<file path="src/rtl/sdram0_arbiter.sv">
// -----------------------------------------------------------------------------
// sdram0_arbiter
//
// Two-master arbiter in front of the HPS f2h_sdram0 Avalon-MM slave port.
// Master 0 is the front-buffer scan-out reader, master 1 the render/clear
// engine. One whole burst transaction is granted at a time; the winner's
// command, write data and byte enables are passed combinationally to the
// slave, and read beats are routed back to the owner only.
//
// Build option:
//   SDRAM0_ARB_RR_EN  defined   -> round-robin on simultaneous requests
//                     undefined -> fixed priority, master 0 wins ties
//
// Ports:
//   clock, reset                 memory clock, synchronous active-high reset
//   mN_address/burstcount        master N command address / burst length
//   mN_read/mN_write             master N command strobes
//   mN_writedata/mN_byteenable   master N write beat and byte lanes
//   mN_waitrequest               stall to master N (1 unless it owns the port)
//   mN_readdata                  slave readdata, broadcast to both masters
//   mN_readdatavalid             read beat valid, asserted for the owner only
//   s_*                          Avalon-MM master side toward sdram0
// -----------------------------------------------------------------------------
module sdram0_arbiter #(
    parameter int ADDR_W  = 29,
    parameter int DATA_W  = 64,
    parameter int BURST_W = 8
) (
    input  logic                  clock,
    input  logic                  reset,

    input  logic [ADDR_W-1:0]     m0_address,
    input  logic [BURST_W-1:0]    m0_burstcount,
    input  logic                  m0_read,
    input  logic                  m0_write,
    input  logic [DATA_W-1:0]     m0_writedata,
    input  logic [DATA_W/8-1:0]   m0_byteenable,
    output logic                  m0_waitrequest,
    output logic [DATA_W-1:0]     m0_readdata,
    output logic                  m0_readdatavalid,

    input  logic [ADDR_W-1:0]     m1_address,
    input  logic [BURST_W-1:0]    m1_burstcount,
    input  logic                  m1_read,
    input  logic                  m1_write,
    input  logic [DATA_W-1:0]     m1_writedata,
    input  logic [DATA_W/8-1:0]   m1_byteenable,
    output logic                  m1_waitrequest,
    output logic [DATA_W-1:0]     m1_readdata,
    output logic                  m1_readdatavalid,

    output logic [ADDR_W-1:0]     s_address,
    output logic [BURST_W-1:0]    s_burstcount,
    output logic                  s_read,
    output logic                  s_write,
    output logic [DATA_W-1:0]     s_writedata,
    output logic [DATA_W/8-1:0]   s_byteenable,
    input  logic                  s_waitrequest,
    input  logic [DATA_W-1:0]     s_readdata,
    input  logic                  s_readdatavalid
);

    typedef enum logic [1:0] {IDLE, CMD, WBURST, RDATA} state_t;

    state_t               state_q, state_d;
    logic                 grant_q, grant_d;
    logic                 last_grant_q, last_grant_d;
    logic [BURST_W-1:0]   beats_left_q, beats_left_d;

    logic                 req0, req1, winner;
    logic                 g_read, g_write;
    logic [ADDR_W-1:0]    g_address;
    logic [BURST_W-1:0]   g_burstcount, g_bc_eff;
    logic [DATA_W-1:0]    g_writedata;
    logic [DATA_W/8-1:0]  g_byteenable;
    logic                 g_wait;
    logic                 rdv;

    assign req0 = m0_read | m0_write;
    assign req1 = m1_read | m1_write;

`ifdef SDRAM0_ARB_RR_EN
    // Tie goes to whoever did not win last time; a lone requester always wins.
    assign winner = (req0 && req1) ? ~last_grant_q : ~req0;
`else
    // Scan-out must never underrun, so master 0 takes every tie.
    assign winner = ~req0;
`endif

    // View of the currently granted master.
    always_comb begin
        if (grant_q) begin
            g_read       = m1_read;
            g_write      = m1_write;
            g_address    = m1_address;
            g_burstcount = m1_burstcount;
            g_writedata  = m1_writedata;
            g_byteenable = m1_byteenable;
        end else begin
            g_read       = m0_read;
            g_write      = m0_write;
            g_address    = m0_address;
            g_burstcount = m0_burstcount;
            g_writedata  = m0_writedata;
            g_byteenable = m0_byteenable;
        end
    end

    // A burstcount of 0 is served as a single beat.
    assign g_bc_eff = (g_burstcount == '0) ? BURST_W'(1) : g_burstcount;

    assign s_address    = g_address;
    assign s_burstcount = g_bc_eff;
    assign s_writedata  = g_writedata;
    assign s_byteenable = g_byteenable;
    // A master presenting both strobes is treated as reading.
    assign s_read  = (state_q == CMD) & g_read;
    assign s_write = ((state_q == CMD) & g_write & ~g_read) |
                     ((state_q == WBURST) & g_write);

    // Only the owner sees the slave's stall, and only while it may issue.
    assign g_wait         = ((state_q == CMD) || (state_q == WBURST)) ? s_waitrequest : 1'b1;
    assign m0_waitrequest = grant_q ? 1'b1 : g_wait;
    assign m1_waitrequest = grant_q ? g_wait : 1'b1;

    // Read beats outside RDATA are strays (e.g. left over across a reset).
    assign rdv              = (state_q == RDATA) & s_readdatavalid;
    assign m0_readdatavalid = rdv & ~grant_q;
    assign m1_readdatavalid = rdv & grant_q;
    assign m0_readdata      = s_readdata;
    assign m1_readdata      = s_readdata;

    always_comb begin
        state_d      = state_q;
        grant_d      = grant_q;
        last_grant_d = last_grant_q;
        beats_left_d = beats_left_q;
        unique case (state_q)
            IDLE: begin
                if (req0 || req1) begin
                    grant_d      = winner;
                    last_grant_d = winner;
                    state_d      = CMD;
                end
            end
            CMD: begin
                if (s_read && !s_waitrequest) begin
                    beats_left_d = g_bc_eff;
                    state_d      = RDATA;
                end else if (s_write && !s_waitrequest) begin
                    if (g_bc_eff == BURST_W'(1)) begin
                        state_d = IDLE;
                    end else begin
                        beats_left_d = g_bc_eff - BURST_W'(1);
                        state_d      = WBURST;
                    end
                end else if (!g_read && !g_write) begin
                    // Owner withdrew before the slave took the command.
                    state_d = IDLE;
                end
            end
            WBURST: begin
                if (s_write && !s_waitrequest) begin
                    beats_left_d = beats_left_q - BURST_W'(1);
                    if (beats_left_q == BURST_W'(1)) begin
                        state_d = IDLE;
                    end
                end
            end
            RDATA: begin
                if (s_readdatavalid) begin
                    beats_left_d = beats_left_q - BURST_W'(1);
                    if (beats_left_q == BURST_W'(1)) begin
                        state_d = IDLE;
                    end
                end
            end
            default: state_d = IDLE;
        endcase
    end

    always_ff @(posedge clock) begin
        if (reset) begin
            state_q      <= IDLE;
            grant_q      <= 1'b0;
            last_grant_q <= 1'b1;
            beats_left_q <= '0;
        end else begin
            state_q      <= state_d;
            grant_q      <= grant_d;
            last_grant_q <= last_grant_d;
            beats_left_q <= beats_left_d;
        end
    end

endmodule
</file>
<file path="config.mk">
export PLATFORM = sky130hd
export DESIGN_NAME = sdram0_arbiter
export DESIGN_NICKNAME = d
export VERILOG_FILES = /design/src/rtl/sdram0_arbiter.sv
export SDC_FILE = /design/constraint.sdc
export NUM_CORES = 1
export LEC_CHECK = 0
export CORE_AREA = 10 10 197 199
export CTS_BUF_LIST = sky130_fd_sc_hd__clkbuf_8 sky130_fd_sc_hd__clkbuf_16
export CTS_CLUSTER_SIZE = 28
export DETAILED_ROUTE_END_ITERATION = 16
export DIE_AREA = 0 0 207 209
export GPL_ROUTABILITY_DRIVEN = 0
export SYNTH_ARGS = -nofsm -noshare
export SYNTH_HDL_FRONTEND = slang
export SYNTH_SLANG_ARGS = --single-unit
export TNS_END_PERCENT = 30
</file>
<file path="constraint.sdc">
create_clock -name clock -period 5.6 [get_ports clock]
set_clock_uncertainty 0.05 [all_clocks]
set_input_delay 1.12 -clock clock [delete_from_list [all_inputs] [get_ports clock]]
set_output_delay 1.12 -clock clock [all_outputs]
set_load 0.02 [all_outputs]
</file>
==> impl_metrics.tcl, run 1 <==
set metrics [dict create \
    std_cell_rows 69 \
    pre_cts_slack_ps 706 \
    hold_class "reg2reg" \
    overflow 0 \
    required_ps 4430 \
    worstPathArrival_ps 3550 \
    drive_above_1_share_pct 20.2 \
    yosys.area.top_type_share_pct 35.6 \
    vias 3534 \
    p_sw_share_pct 38.7 \
    worst_slack_ps 880 \
    area_growth_syn_to_layout_pct 91.1 \
    crit_path_start_kind "primary input" \
    setup-tns-final_ps 0 \
    cts-hold-fix-buffers 0 \
    antenna_found_initial 0 \
    die_y_um 209 \
    grt_max_degree 62 \
    die_w_um 207 \
    ant_nets 0 \
    period_share_pct 84.3 \
    synth_edf_count 0 \
    setup_viol 0 \
    placed_cell_area_sq_mm 0.00632 \
    combPwrFrac_pct 75.5 \
    cts_setup_buffers 0 \
    internal-power_mw 0.580 \
    min_period_ps 4720 \
    hpwl_mm 18.3 \
    irDropWorstVdd_uv 102 \
    yosysWarningCount 0 \
    min_path_cells 2 \
    power_density_mw_per_mm2 148 \
    drc 0 \
    synthArstFlopShare_pct 0 \
    use_met3_pct 5.85 \
    final_area_sq_mm 0.00640 \
    drv_cap 0 \
    clkLatencyLatePin_ps 240 \
    clkTransAtPathRegs_ps 40 \
    status "finished clean" \
    pwr-share-seq_pct 10.9 \
    rsz0062_at_grt "false" \
    tightestPinTransition_ps 1020 \
    start_util_pct 9.56 \
    clock-root-buffer "clkbuf_16" \
    hold_violations 0 \
    use_met2_pct 12.9 \
    grt_pass1_wl_mm 28.2 \
    fmax_mhz 212 \
    drtIter0Drc 88 \
    routed_wl_mm 20.2 \
    nets 898 \
    cts_tree "yes" \
    p_switching_mw 0.366 \
    netlist_area_sq_mm 0.00335 \
    cts_resized 0 \
    synth_seq_cells 11 \
    ys_seq_area_share_pct 6.57 \
    worstSetupPathType "in2out" \
    clkSinkCount 11 \
    critPathMaxFanout 3 \
    synth_area_leaders "mux2_2, buf_4, dfxtp_1" \
    synth_fp_nets 695 \
    grt_usage_pct 8.64 \
    maxSlewViolCount 0 \
    core_region_area_sq_mm 0.0351 \
    clock_path_buffers 2 \
    r2r_cells 10 \
    synthTopCellsByCount "buf_4, mux2_2, clkbuf_1, nor2_1, inv_1" \
    wl_per_cell_um 19.0 \
    cp-end-kind "output pin" \
    via_per_inst 3.33 \
    io_buffers 340 \
    dieArea_sq_mm 0.0433 \
    place_inst 1055 \
    ys_types 44 \
    synth_most_common_cell "buf_4" \
    synthFlopType "dfxtp_1" \
    synth_area_leader_cell "mux2_2" \
    clkPwrFrac_pct 13.6 \
    numCtsBuffers 3 \
    instances_no_fill 1060 \
    first_pass_iters 5 \
    grtUsageMet1_pct 10.3 \
    p_leak_nw 2.23 \
    ioPinCount 533 \
    first_global_vias 4010 \
    htree_levels 1 \
    top_usage_layer "met2" \
    avgSynthCellArea_sq_um 8.46 \
    maxSlewHeadroom_pct 31.5 \
    synthCells 396 \
]
## metrics by stage
| stage | hold WS [ps] | utilization, % | total power [mW] |
|---|---|---|---|
| 4_1_cts | 447 | 18.3 | 0.959 |
| 6_report | 445 | 18.3 | 0.946 |
| 2_1_floorplan | 420 | - | 0.563 |
| 5_1_grt | 482 | 18.3 | 1.00 |
| 3_5_place_dp | 441 | 18.0 | 0.824 |
| 3_3_place_gp | 428 | 18.0 | 0.821 |
## path summary, 6_finish.rpt
kind / slack [ps] / end / from
max: 880 / s_burstcount[0] / m1_burstcount[5]
min: 450 / beats_left_q[3] / beats_left_q[3]
max reg2reg: 1730 / beats_left_q[6] / grant_q
min reg2reg: 450 / beats_left_q[3] / beats_left_q[3]
## worst max-delay path, cell delays in order
cell and delay (ps):
clkdlybuf4s50_1 440, or3b_1 420, a222oi_1 380, buf_4 210, a221oi_1 140, inv_1 180, clkdlybuf4s50_1 660
## cell families (layout without fill, tap and decap cells)
group | count (synthesis) | in the layout | share of synthesized area, %
xor gates and xnor gates | 6 | 6 | 1.57
adders and majority gates | 9 | 9 | 3.36
other | 0 | 1 | 0
DFF | 11 | 11 | 6.57
and+or+nand+nor | 58 | 58 | 9.04
buffers and inverters | 160 | 362 | 32.7
AOI/OAI and AO/OA | 39 | 39 | 9.04
muxes | 113 | 113 | 37.7
## routing by layer
| layer | routed length [um] | vias up |
|---|---|---|
| met5 | 0 | - |
| met4 | 177 | 0 |
| met3 | 3110 | 27 |
| met2 | 8460 | 281 |
| met1 | 8440 | 1569 |
| li1 | - | 1657 |
## cell type report
type | instances | area, sq um
fill | 3915 | 28600
timing repair buffer | 344 | 3430
multi-input combinational | 225 | 2030
tap | 461 | 577
sequential | 11 | 224
clock buffer | 3 | 75.1
inverter | 14 | 52.6
clock inverter | 1 | 3.75
antenna | 1 | 2.50
## power by group through the flow
stage	clock network, mW	logic [mW]	registers [mW]
6_report	0.128	0.715	0.103
5_1_grt	0.135	0.763	0.105
4_1_cts	0.131	0.725	0.103
3_5_place_dp	0	0.720	0.104
3_3_place_gp	0	0.717	0.104
2_1_floorplan	0	0.467	0.0967
## cells in the final DEF, fill, tap and decap left out, types with 2 or more instances in the layout
cell and n:
or3_1 3, dfxtp_1 10, mux2_2 106, nand2_1 12
o21a_1 3, or2_2 2, nand2b_1 2, nand3_1 4
nor2b_1 4, mux2i_1 7, o32ai_2 2, nor3_1 3
a31oi_1 2, clkbuf_16 3, o21ai_0 6, clkdlybuf4s50_1 340
nor2_1 15, nor4b_1 2, xor2_1 2, buf_4 4
nor4_1 4, a21oi_1 9, ha_1 9, and3_1 2
a211oi_1 3, xnor2_1 4, inv_1 15, or3b_1 3
## registers in the layout (all words and copies together), names as in the netlist
| register | flops |
|---|---|
| beats_left_q | 8 |
| grant_q | 1 |
| state_q | 2 |
(Power assumes the default switching activity.)
==> run 2, diff against run 1 <==
--- a/config.mk
+++ b/config.mk
@@ -5,11 +5,11 @@
 export SDC_FILE = /design/constraint.sdc
 export NUM_CORES = 1
 export LEC_CHECK = 0
-export CORE_AREA = 10 10 197 199
+export CORE_AREA = 10 10 200 202
 export CTS_BUF_LIST = sky130_fd_sc_hd__clkbuf_8 sky130_fd_sc_hd__clkbuf_16
 export CTS_CLUSTER_SIZE = 28
 export DETAILED_ROUTE_END_ITERATION = 16
-export DIE_AREA = 0 0 207 209
+export DIE_AREA = 0 0 210 212
 export GPL_ROUTABILITY_DRIVEN = 0
 export SYNTH_ARGS = -nofsm -noshare
 export SYNTH_HDL_FRONTEND = slang
==> constraint.sdc (replaced) <==
create_clock -name clock -period 4.49 [get_ports clock]
set_clock_uncertainty 0.05 [all_clocks]
set_input_delay 0.898 -clock clock [delete_from_list [all_inputs] [get_ports clock]]
set_output_delay 0.898 -clock clock [all_outputs]
set_load 0.02 [all_outputs]
==> run 2 against run 1 <==
Clock-buffer cell count unchanged. Clock power up 24%. Combinational power up 24%. Total power up 24%. Flip-flop and latch count unchanged. Via count up 0.45%.
==> impl_metrics.tcl, run 2 (synthesized netlist as in run 1, its figures left out) <==
set metrics [dict create \
    hold_class "reg2reg" \
    use_met2_pct 14.1 \
    crit_path_frequent_cell "clkdlybuf4s50_1" \
    dieArea_sq_mm 0.0445 \
    grt_max_degree 57 \
    maxSlewHeadroom_pct 51.9 \
    placed_cell_area_sq_mm 0.00637 \
    wl_per_cell_um 18.8 \
    path_cells "clkdlybuf4s50_1 > or3_1 > a222oi_1 > buf_4 > a221oi_1 > inv_1 > clkdlybuf4s50_1" \
    r2r_cells 11 \
    via_per_inst 3.31 \
    routed_wl_mm 20.2 \
    hpwl_mm 18.4 \
    crit_cells 7 \
    drive_above_1_share_pct 20.9 \
    core_region_area_sq_mm 0.0361 \
    clkLatencyLatePin_ps 240 \
    worstSetupPathType "in2out" \
    top_register "beats_left_q" \
    tightestPinTransition_ps 722 \
    clock_path_buffers 2 \
    min_period_ps 4100 \
    crit_path_max_incr_delay_ps 610 \
    crit_path_start_kind "primary input" \
    drc 0 \
    final_cell_mix "clkdlybuf4s50_1, mux2_2, inv_1, nor2_1, nand2_1" \
    area_growth_syn_to_layout_pct 92.4 \
    use_met3_pct 4.86 \
    first_global_vias 4035 \
    fmax_mhz 244 \
    diodes 0 \
    top_usage_layer "met2" \
    critPathMaxFanout 3 \
    layout_commonest_cell "clkdlybuf4s50_1" \
    critPathTopFamily "buffers and inverters" \
    worst-path-buf-inv 4 \
    largest_register_ffs 8 \
    cts_setup_buffers 0 \
    rsz0062_at_grt "false" \
    drtIter0Drc 99 \
    numCtsBuffers 3 \
    worstPathArrival_ps 3160 \
    die_w_um 210 \
    final_area_sq_mm 0.00645 \
    min_path_cells 2 \
    grtUsageMet1_pct 8.83 \
    overflow 0 \
    clock-root-buffer "clkbuf_16" \
    htree_levels 1 \
    power_density_mw_per_mm2 182 \
    ioPinCount 533 \
    cp-end-kind "output pin" \
    utilization_pct 17.9 \
    setup_viol 0 \
    cts_tree "yes" \
    clkTransAtPathRegs_ps 40 \
    required_ps 3540 \
    hold_violations 0 \
    die_y_um 212 \
    p_leak_nw 2.25 \
    io_buffers 340 \
    cts_resized 0 \
    top_regs "beats_left_q: 8 flops, state_q: 2 flops, grant_q: 1 flops" \
    irDropWorstVdd_uv 72.7 \
    nets 903 \
    clkSinkCount 11 \
    critPathSlowestCell "clkdlybuf4s50_1" \
    grt_pass1_wl_mm 27.9 \
    start_util_pct 9.29 \
    period_share_pct 91.4 \
    antenna_found_initial 2 \
    status "finished clean" \
    setup-tns-final_ps 0 \
    first_pass_iters 4 \
    grt_usage_pct 8.41 \
    std_cell_rows 70 \
    cts-hold-fix-buffers 0 \
    maxSlewViolCount 0 \
    vias 3550 \
    ant_nets 0 \
    drv_cap 0 \
]
-- run 2: area by class of cell --
cell class | count | area [sq um]
fillers | 4033 | 29600
repair buffers | 349 | 3470
multi-input cells | 225 | 2030
well taps | 468 | 586
flip-flops and latches | 11 | 224
clock buffers | 3 | 75.1
inverters | 14 | 52.6
clock inverters | 1 | 3.75
-- run 2: worst min-delay path, cell delays in order, from the launching register on --
cell	delay [ps]
dfxtp_1	310
inv_1	60
o32ai_2	90
-- run 2: metrics by stage --
step / instances / hold WS [ps] / total power [mW] / worst slack [ps]
floorplan: 396 / 420 / 0.703 / 1200
global placement: 1067 / 429 / 1.02 / 406
detailed placement: 1067 / 458 / 1.02 / 383
CTS: 1071 / 464 / 1.19 / 368
global route: 1071 / 483 / 1.24 / 241
finish: 1071 / 460 / 1.17 / 386
-- run 2: path summary, 6_finish.rpt --
kind | from | endpoint | slack (ps)
min reg2reg | beats_left_q[3] | beats_left_q[3] | 460
min | beats_left_q[3] | beats_left_q[3] | 460
max | m0_burstcount[6] | s_burstcount[0] | 390
max reg2reg | grant_q | beats_left_q[0] | 1370
-- run 2: routing by layer --
metal	up-vias	wire length [um]	share of wire (%)
li1	1668	-	-
met1	1566	7730	38
met2	265	9140	45
met3	49	2690	13
met4	2	608	3.0
met5	-	9	0.045
-- run 2: where the power goes --
| group | switching, mW | internal, mW | total [mW] |
|---|---|---|---|
| combinational | 0.385 | 0.501 | 0.886 |
| sequential | 0.0150 | 0.110 | 0.125 |
| clock | 0.0426 | 0.117 | 0.159 |
==> run 3, diff against run 2 <==
--- a/config.mk
+++ b/config.mk
@@ -5,12 +5,12 @@
 export SDC_FILE = /design/constraint.sdc
 export NUM_CORES = 1
 export LEC_CHECK = 0
-export CORE_AREA = 10 10 200 202
+export CORE_AREA = 10 10 201 203
 export CTS_BUF_LIST = sky130_fd_sc_hd__clkbuf_8 sky130_fd_sc_hd__clkbuf_16
 export CTS_CLUSTER_SIZE = 28
 export DETAILED_ROUTE_END_ITERATION = 16
-export DIE_AREA = 0 0 210 212
-export GPL_ROUTABILITY_DRIVEN = 0
+export DIE_AREA = 0 0 211 213
+export DONT_BUFFER_PORTS = 1
 export SYNTH_ARGS = -nofsm -noshare
 export SYNTH_HDL_FRONTEND = slang
 export SYNTH_SLANG_ARGS = --single-unit
==> run 3 against run 2 <==
Critical endpoint is now beats_left_q[7]. Routed wire length decreased by 20%. Cell count decreased by 32%. Utilization decreased by 9.6 points. Clock power increased by 3%. Final area decreased by 54%. Via count decreased by 33%. Flip-flop and latch count unchanged. Sequential power about the same. Hold slack got worse by 7.3 ps. Worst setup slack improved by 590 ps.
==> impl_metrics.tcl, run 3 (synthesized netlist as in run 1, its figures left out) <==
set metrics [dict create \
    maxSlewHeadroom_pct 18.1 \
    top_register "beats_left_q" \
    drv_cap 0 \
    worstPathArrival_ps 3610 \
    cts_tree "yes" \
    status "finished clean" \
    pre_cts_slack_ps 688 \
    grt_max_degree 100 \
    cts_resized 0 \
    period_share_pct 78.3 \
    dieArea_sq_mm 0.0449 \
    path_cells "or3_1 > a222oi_1 > a221oi_1 > inv_1 > ha_1 > a2111o_1 > a311oi_2 > or2b_1 > o32ai_1" \
    hold_violations 0 \
    vias 2390 \
    wl_per_cell_um 22.3 \
    nets 556 \
    cp-end-kind "register" \
    die_w_um 211 \
    gp_congestion 0.815 \
    core_region_area_sq_mm 0.0363 \
    tightestPinTransition_ps 1230 \
    setup-tns-final_ps 0 \
    die_y_um 213 \
    htree_levels 1 \
    irDropWorstVdd_uv 84.4 \
    n_fill_cell 4232 \
    area_growth_syn_to_layout_pct -10.7 \
    crit_path_max_incr_delay_ps 520 \
    setup_viol 0 \
    ioPinCount 533 \
    io_buffers 0 \
    first_pass_iters 4 \
    numCtsBuffers 3 \
    top_regs "beats_left_q: 8 flops, state_q: 2 flops, grant_q: 1 flops" \
    p_leak_nw 0.886 \
    ant_nets 0 \
    final_area_sq_mm 0.00299 \
    min_period_ps 3520 \
    power_density_mw_per_mm2 260 \
    drtIter0Drc 85 \
    power_mw 0.778 \
    final_cell_mix "mux2_2, inv_1, nor2_1, nand2_1, dfxtp_1" \
    worst-path-buf-inv 1 \
    cts_setup_buffers 0 \
    clkTransAtPathRegs_ps 40 \
    clkSinkCount 11 \
    critPathMaxFanout 7 \
    clkLatencyLatePin_ps 240 \
    clock-root-buffer "clkbuf_16" \
    worstSetupPathType "in2reg" \
    rsz0062_at_grt "false" \
    required_ps 4580 \
    antenna_found_initial 4 \
    instances_no_fill 725 \
    placed_cell_area_sq_mm 0.00291 \
    maxSlewViolCount 0 \
    fmax_mhz 284 \
    critPathSlowestCell "a311oi_2" \
    routed_wl_mm 16.2 \
    hold_class "reg2reg" \
    worst_slack_ps 974 \
    hpwl_mm 15.0 \
    start_util_pct 9.24 \
    clock_path_buffers 2 \
    critPathTopFamily "compound AO/OA/AOI/OAI gates" \
    std_cell_rows 70 \
    place_inst 720 \
    via_per_inst 3.30 \
    grt_pass1_wl_mm 21.1 \
    largest_register_ffs 8 \
    layout_commonest_cell "mux2_2" \
    drc 0 \
    overflow 0 \
    grt_usage_pct 6.41 \
    first_global_vias 2630 \
    drive_above_1_share_pct 46.5 \
    cts-hold-fix-buffers 0 \
    crit_path_start_kind "primary input" \
]
run 3: cell count changes in the layout (fill, tap and decap cells not counted), sizes merged:
| cell | change |
|---|---|
| diode | +1 |
| buf | -7 |
| clkdlybuf4s50 | -340 |
run 3: cell type report:
class                      instances  area, sq um  area share (%)
clock inverter                     1         3.75           0.125
antenna                            1         2.50          0.0836
inverter                          14         52.6            1.76
tap                              468          586            19.6
timing repair buffer               2         15.0           0.502
sequential                        11          224            7.48
multi-input combinational        225         2030            68.0
clock buffer                       3         75.1            2.51
run 3: path summary, 6_finish.rpt:
| kind | from | endpoint | slack, ps | cells after the start |
|---|---|---|---|---|
| hold reg to reg | beats_left_q[3] | beats_left_q[3] | 450 | 2 |
| setup / recovery | m0_burstcount[6] | beats_left_q[7] | 970 | 9 |
| setup reg to reg | grant_q | beats_left_q[7] | 1050 | 9 |
| hold / removal | beats_left_q[3] | beats_left_q[3] | 450 | 2 |
run 3: per-layer routing:
layer | GRT usage, % | up-vias | routed length (um) | share of wire [%]
met5 | 0 | - | 13 | 0.080
met2 | 10.4 | 302 | 7310 | 45
li1 | - | 975 | - | -
met1 | 6.64 | 1057 | 5890 | 36
met4 | 2.27 | 2 | 463 | 2.9
met3 | 4.02 | 54 | 2470 | 15
run 3: worst reg2reg max path, delay by kind of cell (launching register included):
family	cells	cell delay, ps
adder cells (fa/ha/maj)	1	260
flip-flops	1	500
buffers and inverters	1	260
AND/OR/NAND/NOR	2	580
AO/OA/AOI/OAI	5	1700
run 3: power by group:
part | internal (mW) | total (mW) | switching (mW)
Sequential | 0.110 | 0.127 | 0.0168
Combinational | 0.168 | 0.488 | 0.319
Clock | 0.117 | 0.163 | 0.0463
Total | 0.396 | 0.778 | 0.383
run 3: per-stage QoR:
stage               hold WS (ps)  utilization [%]
detailed placement           450             8.03
global route                 476             8.25
global placement             424             8.03
finish                       452             8.25
floorplan                    420                -
CTS                          456             8.25
